`src/rtl/sha_msg_schedule.sv`:
```
// SHA-256 message-schedule generator: latches one 512-bit block, then emits W0..W63 one per cycle.
// Optional feature macro SHA_SCHED_STALL_EN makes the stall input hold the current word.
module sha_msg_schedule (
    input  logic         clk,
    input  logic         rst,
    input  logic         start,
    input  logic [511:0] block,
    input  logic         stall,
    output logic [63:0]  w_out,
    output logic [5:0]   cycle,
    output logic         w_valid,
    output logic         busy,
    output logic         done
);

    typedef enum logic [1:0] {IDLE, RUN, DONE} state_t;

    state_t      state;
    logic [31:0] win [16];
    logic [31:0] w_word;
    logic [31:0] w_next;
    logic        advance;

    function automatic logic [31:0] sigma0(input logic [31:0] x);
        return {x[6:0], x[31:7]} ^ {x[17:0], x[31:18]} ^ {3'b000, x[31:3]};
    endfunction

    function automatic logic [31:0] sigma1(input logic [31:0] x);
        return {x[16:0], x[31:17]} ^ {x[18:0], x[31:19]} ^ {10'b0, x[31:10]};
    endfunction

`ifdef SHA_SCHED_STALL_EN
    assign advance = !stall;
`else
    logic unused_stall;
    assign unused_stall = stall;
    assign advance      = 1'b1;
`endif

    // Next window entry W[t+16] from the current 16-word window (W[t] .. W[t+15]).
    assign w_next = sigma1(win[14]) + win[9] + sigma0(win[1]) + win[0];

    assign w_out = {32'h0, w_word};

    always_ff @(posedge clk) begin
        if (rst) begin
            state   <= IDLE;
            w_word  <= '0;
            cycle   <= '0;
            w_valid <= 1'b0;
            busy    <= 1'b0;
            done    <= 1'b0;
            for (int i = 0; i < 16; i++) begin
                win[i] <= '0;
            end
        end else begin
            case (state)
                IDLE: begin
                    done <= 1'b0;
                    if (start) begin
                        for (int i = 0; i < 16; i++) begin
                            win[i] <= block[511 - 32*i -: 32];
                        end
                        w_word  <= block[511:480];
                        cycle   <= '0;
                        w_valid <= 1'b1;
                        busy    <= 1'b1;
                        state   <= RUN;
                    end
                end
                RUN: begin
                    if (advance) begin
                        for (int i = 0; i < 15; i++) begin
                            win[i] <= win[i+1];
                        end
                        win[15] <= w_next;
                        if (cycle == 6'd63) begin
                            state   <= DONE;
                            w_word  <= '0;
                            cycle   <= '0;
                            w_valid <= 1'b0;
                            done    <= 1'b1;
                        end else begin
                            w_word <= win[1];
                            cycle  <= cycle + 6'd1;
                        end
                    end
                end
                DONE: begin
                    // The done pulse lasts one cycle; stall never delays the return to IDLE.
                    done  <= 1'b0;
                    busy  <= 1'b0;
                    state <= IDLE;
                end
                default: begin
                    state <= IDLE;
                end
            endcase
        end
    end

endmodule

```
`config.mk`:
```
export PLATFORM = sky130hd
export DESIGN_NAME = sha_msg_schedule
export DESIGN_NICKNAME = d
export VERILOG_FILES = /design/src/rtl/sha_msg_schedule.sv
export SDC_FILE = /design/constraint.sdc
export NUM_CORES = 1
export LEC_CHECK = 0
export CORE_UTILIZATION = 52
export DETAILED_ROUTE_END_ITERATION = 6
export PLACE_DENSITY = 0.91
export SYNTH_ARGS = -nofsm -noshare
export SYNTH_HDL_FRONTEND = slang
export SYNTH_SLANG_ARGS = --single-unit
```
`constraint.sdc`:
```
create_clock -name clk -period 9.9 [get_ports clk]
set_input_delay 2.97 -clock clk [delete_from_list [all_inputs] [get_ports clk]]
set_output_delay 2.97 -clock clk [all_outputs]
set_load 0.05 [all_outputs]
```
; ---- After elaboration in Yosys (flattened, before gate mapping)
; Memory sizes are Yosys's and may differ from the RTL's.
; Index checks and enable logic that the tools add are counted.
[op_classes]
n_div = 0
eq_ne = 5
shift = 0
n_mux = 56
n_mul = 0
n_reduce_logical = 10
magnitude_cmp = 0
addsub = 4
n_bitwise = 36
[ops]
columns = operator, n
row1 = 32-bit 2-to-1 mux, 34
row2 = 32-bit adder, 3
row3 = 32-bit one-hot mux with 2 select lines, 1
row4 = 32-bit bitwise XOR, 2
row5 = 1-bit bitwise OR, 32
row6 = 32-bit by 22-bit bitwise XOR with 32-bit output, 1
row7 = 32-bit by 29-bit bitwise XOR with 32-bit output, 1
row8 = 1-bit 2-to-1 mux, 12
row9 = 6-bit 2-to-1 mux, 2
row10 = 6-bit one-hot mux with 2 select lines, 1
row11 = 2-bit AND reduction, 4
row12 = 6-bit by 1-bit adder with 6-bit output (second input constant), 1
row13 = 6-bit equality test (second input constant), 1
row14 = 1-bit one-hot mux with 2 select lines, 3
row15 = 2-bit nonzero test, 3
row16 = 2-bit 2-to-1 mux, 2
row17 = 2-bit != test (second input constant), 2
row18 = 2-bit one-hot mux with 2 select lines, 1
row19 = 3-bit AND reduction, 1
row20 = 2-bit by 1-bit equality test with 1-bit output (second input constant), 1
row21 = 2-bit equality test (second input constant), 1
row22 = 2-bit zero test, 1
row23 = 2-bit OR reduction, 1
[word_totals]
mem_bits_ro = 0
memories = 1
out_inout_bits = 73
ff_bits = 43
mem_bits_rw = 512
latch_bits = 0
[memory_table]
columns = name, words, width, read_ports, rd_ports_with_merged_regs, wr, line
row1 = win, 16, 32, 16, 0, 16, 19  ; logic [31:0] win [16];

; ---- Logic depth before layout (Yosys ltp)
; Gate-level depths: netlist of run 1.
; An unclocked memory read counts as a cell.
[depth]
ltp_word = 7
mapped_depth = 18

; ---- Worst setup path before layout of run 1
; Ideal clock, no wire load.
[synth_timing]
path_type = input -> register
start = input port rst
end = memory win[3][4] (netlist: win[0][100]), enable pin
n_path_buf = 2
slack_ns = 1.405
stages = 4
t_arrival_ns = 7.920
t_required_ns = 9.325
cell_sequence = clkbuf_1 clkbuf_1 nor2_1 inv_1
[synth_lines]
columns = element, line
row1 = start: declaration, 5  ; input logic rst,
row2 = end: declaration, 19

==> results of run 1 <==
## cell families after synthesis
family          synth area share, %
compound gates                 17.4
other cells                  0.0136
mux                          0.0362
buf+inv                        5.51
flops                          58.7
simple gates                   7.71
xor+xnor                       4.68
fa+ha+maj                      5.93
## sequential cells by signal, summed over array words and instances (netlist names)
| signal | flops |
|---|---|
| cycle | 6 |
| state | 2 |
| w_valid | 1 |
| busy | 1 |
| done | 1 |
| win | 512 |
| w_word | 32 |
## critical path, cell delays in order
cell             delay, ns
clkdlybuf4s50_1       0.48
nor2_1                0.05
nor2_2                0.08
buf_4                 0.38
nor2_1                0.34
inv_6                 0.77
buf_4                 0.93
## path summary, 6_finish.rpt
check | start | to | cells after the start
worst max-delay path | start | win[1][78] | 7
worst min-delay path | w_word[1] | w_word[1] | 2
worst max register to register | win[1][210] | win[1][255] | 17
worst min register to register | w_word[1] | w_word[1] | 2
## cell type report
type | instances | area (sq um) | share of cell area, %
multi-input combinational | 1450 | 10100 | 28.5
antenna | 9 | 22.5 | 0.0637
clock buffer | 61 | 1420 | 4.02
sequential | 555 | 16200 | 45.9
inverter | 153 | 589 | 1.67
timing repair buffer | 573 | 5720 | 16.2
tap | 688 | 861 | 2.43
clock inverter | 44 | 455 | 1.29
## routing by layer
layer | vias to the layer above | global-route usage (%) | share of wire [%]
met1 | 10500 | 44.2 | 36
met3 | 240 | 9.62 | 12
met2 | 1464 | 54.7 | 46
li1 | 9324 | - | -
met5 | - | 0 | 0.13
met4 | 18 | 18.1 | 5.6
## layout by cell type, fill, tap and decap left out, types with 34 or more instances in the layout
cell             count
dfxtp_1             43
fa_1                62
xnor2_1            121
a22o_1             319
nand2_1            388
nor3_1              34
clkdlybuf4s50_1    554
edfxtp_1           512
clkbuf_16           56
a21oi_1            206
inv_1              150
nor2_1              53
a221oi_1            34
## cell usage after synthesis, types with 17 or more instances
| cell | instances |
|---|---|
| buf_1 | 17 |
| fa_1 | 62 |
| o21ai_0 | 17 |
| edfxtp_1 | 512 |
| nor3_1 | 35 |
| dfxtp_1 | 43 |
| ha_1 | 32 |
| xnor2_1 | 121 |
| a221oi_1 | 34 |
| a22o_1 | 319 |
| buf_4 | 32 |
| a21o_1 | 20 |
| nand2_1 | 388 |
| nor2_1 | 56 |
| clkbuf_1 | 168 |
| inv_1 | 153 |
| xor2_1 | 27 |
| a21oi_1 | 206 |
## where the power goes
part	total (mW)	switching, mW	internal (mW)
clock network	2.20	0.947	1.25
logic	3.65	2.27	1.38
registers	3.15	0.233	2.92
==> results.md, run 1 <==
* Share of the yosys chip area belonging to registers at 58.7%
* HPWL Detailed at 70,600 microns
* Crit path max fanout at 112
* Post-synthesis instance total at 2,346
* Number of global-route vias before repair at 20,700
* Initial DRC Count at 2,627
* Relative slew slack at 23.7%
* Unrepaired setup endpoints after global routing: no
* Antenna violations before repair at 16
* Buffers from clock root to sink, at most at 3
* Total non-filler cell area in the finished layout at 35,400 sq um
* Count of unique library cells instantiated by Yosys at 65
* YS warnings at 0
* Final total negative setup slack at 0 ns
* Worst setup margin at 3.94 ns
* Hold Crit Class: flop to flop
* Standard-cell row count at 84
* Final critical-path required period at 5.96 ns
* Number of endpoints failing setup at the final stage at 0
* Cts bufs inserted at 56
* Remaining antenna violation count after routing at 0
* Final routed wirelength across all metal layers at 97,600 microns
* Fraction of post-synthesis cell area in the top cell type by area at 55.6%
* Maximum number of pins on one net before global-route repair at 209
* Status: finished, final reports clean
* Startpoint kind of the worst setup timing path: primary input
* VDD IR-drop max at 0.000169 V
* Required time of the critical path at 10.13 ns
* Most used flip-flop cell after synthesis: edfxtp_1
* Max-slew violation total from the final report at 0
* # H-tree levels at 2
* Final non-filler cell total at 3,533
* Fraction of layout cells with a size suffix above 1 at 4.80%
* Portion of the clock cycle consumed by the worst path in the final layout at 60.2%
* Routed wirelength normalized by instance count at 27.6 microns
* Endpoint type of the worst setup path: flop
* Worst-case clock skew at 0.0285 ns
* CP arrival at 6.19 ns
* Die extent in x at 233 microns
* Resized Gates After CTS at 0
* Instance area after placement at 33,500 sq um
* Leakage at 14.1 nW
* Worst reg-to-reg setup slack at 4.56 ns
* TritonCTS clock tree: done
* Synthesized area at 27,700 sq um
* Gpl congestion at 1.02
* Minimum setup slack after placement at 3.38 ns
* Input/output buffers at 555
* EDFF count, synth at 512
* Crit path kind: primary input to flop
* Die extent in y at 233 microns
* Hold WS at 0.496 ns
* Count of endpoints failing hold in the final timing report at 0
* All-layer global routing usage at 34.9%
* Maxcap violations at 0
* Async S/R FF share, synth at 0%
* Post-DR vias/cell at 6.10
* Power density normalized to cell area at 255 nW/um^2
* Signed area change from the synthesized netlist to the final layout at 27.8%
* Upper clock frequency limit at 0.168 GHz
* Design Power at 9.01 mW
* Post-CTS Setup Repair Bufs at 0
* Count of vias placed by the detailed router at 21,600
* Hold buffers post-CTS at 0
* Number of sinks on the clock net at 555
* Number of fill cells in the layout at 3,725
* Area of the core region at 52,600 sq um
* Nets at 3,399
* Initial core utilization at 52.7%
* Die footprint at 54,100 sq um
* Final routed DRC violation total at 0
* Overflow left after global routing at 0
* Leading area contributor after synthesis: edfxtp_1
* Root buffer cell: clkbuf_16
* Top-level I/O count at 589
* Clock latency at the later pin of the worst-skew pair at 0.61 ns
* First-pass GRT wire length at 135,000 microns
* Dominant cells by area after synthesis: edfxtp_1 56%, a22o_1 10%, nand2_1 5.3%, fa_1 4.5%, xnor2_1 3.8%
* Clk pin slew, worst setup/hold paths at 0.06 ns
* Number of placed instances with taps included at 3,419
* Final core area utilization at 67.3%
* Number of synthesized register bits at 555
* Pre-antenna DRT Iters at 6
* Syn Area/Cell at 11.8 sq um
* Slew at the pin closest to its max-slew limit at 1.14 ns
Power figures use the tool's default switching activity.
==> run 2, diff against run 1 <==
==> constraint.sdc (replaced) <==
create_clock -name clk -period 6 [get_ports clk]
set_input_delay 1.8 -clock clk [delete_from_list [all_inputs] [get_ports clk]]
set_output_delay 1.8 -clock clk [all_outputs]
set_load 0.05 [all_outputs]
==> results.md, run 2 (synthesis results as in run 1) <==
* Status: finished, final reports clean
* Post-DR vias/cell at 6.04 (-1.1%)
* Unrepaired setup endpoints after global routing: no
* Worst-case clock skew at 0.0286 ns (+0.000127 ns)
* Worst reg-to-reg setup slack at 0.88 ns (-3.68 ns)
* Signed area change from the synthesized netlist to the final layout at 28.0%
* Relative slew slack at 19.9% (-3.8 points)
* Top-level I/O count at 589 (unchanged)
* Standard-cell row count at 84 (unchanged)
* Hold worst-path end: busy
* Hold Crit Class: flop to flop
* Max FFs per register at 512 (unchanged)
* CP arrival at 5.47 ns (-0.72 ns)
* Number of fill cells in the layout at 3,774 (+1.3%)
* Slew at the pin closest to its max-slew limit at 1.20 ns (+0.0584 ns)
* Nets at 3,403 (+0.12%)
* Minimum setup slack after placement at 1.00 ns (-2.37 ns)
* TritonCTS clock tree: done
* Antenna violations before repair at 15 (-1)
* Most common cell after layout, fill and taps aside: clkdlybuf4s50_1
* Upper clock frequency limit at 0.195 GHz
* Initial DRC Count at 2,680 (+2.0%)
* Number of endpoints failing setup at the final stage at 0 (unchanged)
* Resized Gates After CTS at 0 (unchanged)
* Biggest regs: win (512), w_word (32), cycle (6)
* Die extent in y at 233 microns (unchanged)
* Routed wirelength normalized by instance count at 27.1 microns (-2.0%)
* Number of sinks on the clock net at 555 (unchanged)
* Pre-antenna DRT Iters at 5 (-1)
* Remaining antenna violation count after routing at 0 (unchanged)
* VDD IR-drop max at 0.000267 V (+58%)
* Input/output buffers at 555 (unchanged)
* Crit path max fanout at 4 (-96%)
* Critical register-to-register path endpoint: win[1][255]
* Power density normalized to cell area at 415 nW/um^2 (+63%)
* Die extent in x at 233 microns (unchanged)
* Cts bufs inserted at 57 (+1.8%)
* All-layer global routing usage at 34.4% (-0.51 points)
* Fraction of layout cells with a size suffix above 1 at 4.51% (-0.29 points)
* Hold buffers post-CTS at 0 (unchanged)
* # H-tree levels at 2 (unchanged)
* Register with the highest flop count: win
* Clk pin slew, worst setup/hold paths at 0.06 ns (about the same)
* Crit path kind: flop to flop
* Beginning of the worst register-to-register path: win[1][212]
* Required time of the critical path at 6.35 ns (-3.78 ns)
* Maxcap violations at 0 (unchanged)
* Count of endpoints failing hold in the final timing report at 0 (unchanged)
* Startpoint kind of the worst setup timing path: flop
* Post-CTS Setup Repair Bufs at 0 (unchanged)
* Final routed DRC violation total at 0 (unchanged)
* First-pass GRT wire length at 133,000 microns (-1.4%)
* Worst setup margin at 0.880 ns (-3.06 ns)
* Overflow left after global routing at 0 (unchanged)
* Hold WS at 0.468 ns (-0.0277 ns)
* Root buffer cell: clkbuf_16
* Area of the core region at 52,600 sq um (unchanged)
* Initial core utilization at 52.7% (unchanged)
* Maximum number of pins on one net before global-route repair at 193 (-7.7%)
* Worst Hold Path Cells at 2 (unchanged)
* Count of vias placed by the detailed router at 21,300 (-1.2%)
* Final routed wirelength across all metal layers at 95,600 microns (-2.1%)
* Gpl congestion at 0.965 (-5.4%)
* Leakage at 14.1 nW (about the same)
* R2R cell count at 17 (unchanged)
* Clock latency at the later pin of the worst-skew pair at 0.64 ns (+0.03 ns)
* Portion of the clock cycle consumed by the worst path in the final layout at 85.3%
* Number of global-route vias before repair at 20,600 (-0.32%)
* Commonest cells after routing, fill and taps aside: 554 x clkdlybuf4s50_1, 512 x edfxtp_1, 388 x nand2_1, 319 x a22o_1, 206 x a21oi_1
* Max-slew violation total from the final report at 0 (unchanged)
* Buffers from clock root to sink, at most at 3 (unchanged)
* HPWL Detailed at 71,000 microns (+0.59%)
* Worst Min Path Start: busy
* Endpoint type of the worst setup path: flop
* Final critical-path required period at 5.12 ns
* Die footprint at 54,100 sq um (unchanged)
## run 2: changes by cell type in the layout (fill, tap and decap cells not counted), sizes merged
cell | previous run | this run
clkinv | 29 | 23
clkinvlp | 3 | 5
bufinv | 8 | 6
inv | 157 | 154
diode | 9 | 3
buf | 19 | 22
clkbuf | 61 | 71
## run 2: layout make-up
class                      instances  area (sq um)  area share, %
antenna                            3          7.51         0.0212
clock buffer                      71          1490           4.20
clock inverter                    35           365           1.03
inverter                         153           584           1.65
multi-input combinational       1450         10100           28.4
sequential                       555         16200           45.8
tap                              688           861           2.43
timing repair buffer             576          5800           16.4
## run 2: critical path, cell delays in order (launching register included)
cell and delay (ns):
edfxtp_1 0.50, xnor2_1 0.19, xnor2_1 0.47, fa_1 0.51, inv_1 0.08, fa_1 0.41, inv_1 0.07, ha_1 0.16
inv_1 0.06, fa_1 0.44, nor2b_2 0.17, o2111ai_1 0.26, a2111oi_2 0.54, nor3_2 0.10, nor2_1 0.31, a31oi_1 0.15
xnor2_1 0.31, a211oi_2 0.11
## run 2: where the power goes
| part | total [mW] | switching [mW] | internal, mW |
|---|---|---|---|
| clock network | 3.58 | 1.55 | 2.03 |
| logic | 5.93 | 3.66 | 2.27 |
| registers | 5.17 | 0.352 | 4.82 |
## run 2: worst max-delay path by stage
stage,from,end,slack (ns)
after floorplan,rst,win[0][100],-0.04
after global placement,win[1][210],win[1][255],1.04
after detailed placement,win[1][212],win[1][255],1.00
after CTS,win[1][212],win[1][255],0.97
after global routing,win[1][212],win[1][255],0.71
final,win[1][212],win[1][255],0.88
## run 2: stage by stage
stage	power, mW	setup TNS (ns)	utilization [%]	instances	cell area, sq um
after floorplan	9.01	-9.44	-	2377	27800
after global placement	11.0	0	63.8	3422	33600
after detailed placement	11.0	0	63.8	3422	33600
after CTS	14.6	0	67.4	3528	35400
after global routing	15.4	0	67.4	3531	35400
final	14.7	0	67.4	3531	35400
## run 2: routing by layer
metal	global-route usage, %	vias up	share of wire [%]
li1	-	9317	-
met1	43.4	10400	37
met2	53.9	1368	46
met3	11.0	230	12
met4	15.7	22	4.9
met5	0	-	0.17
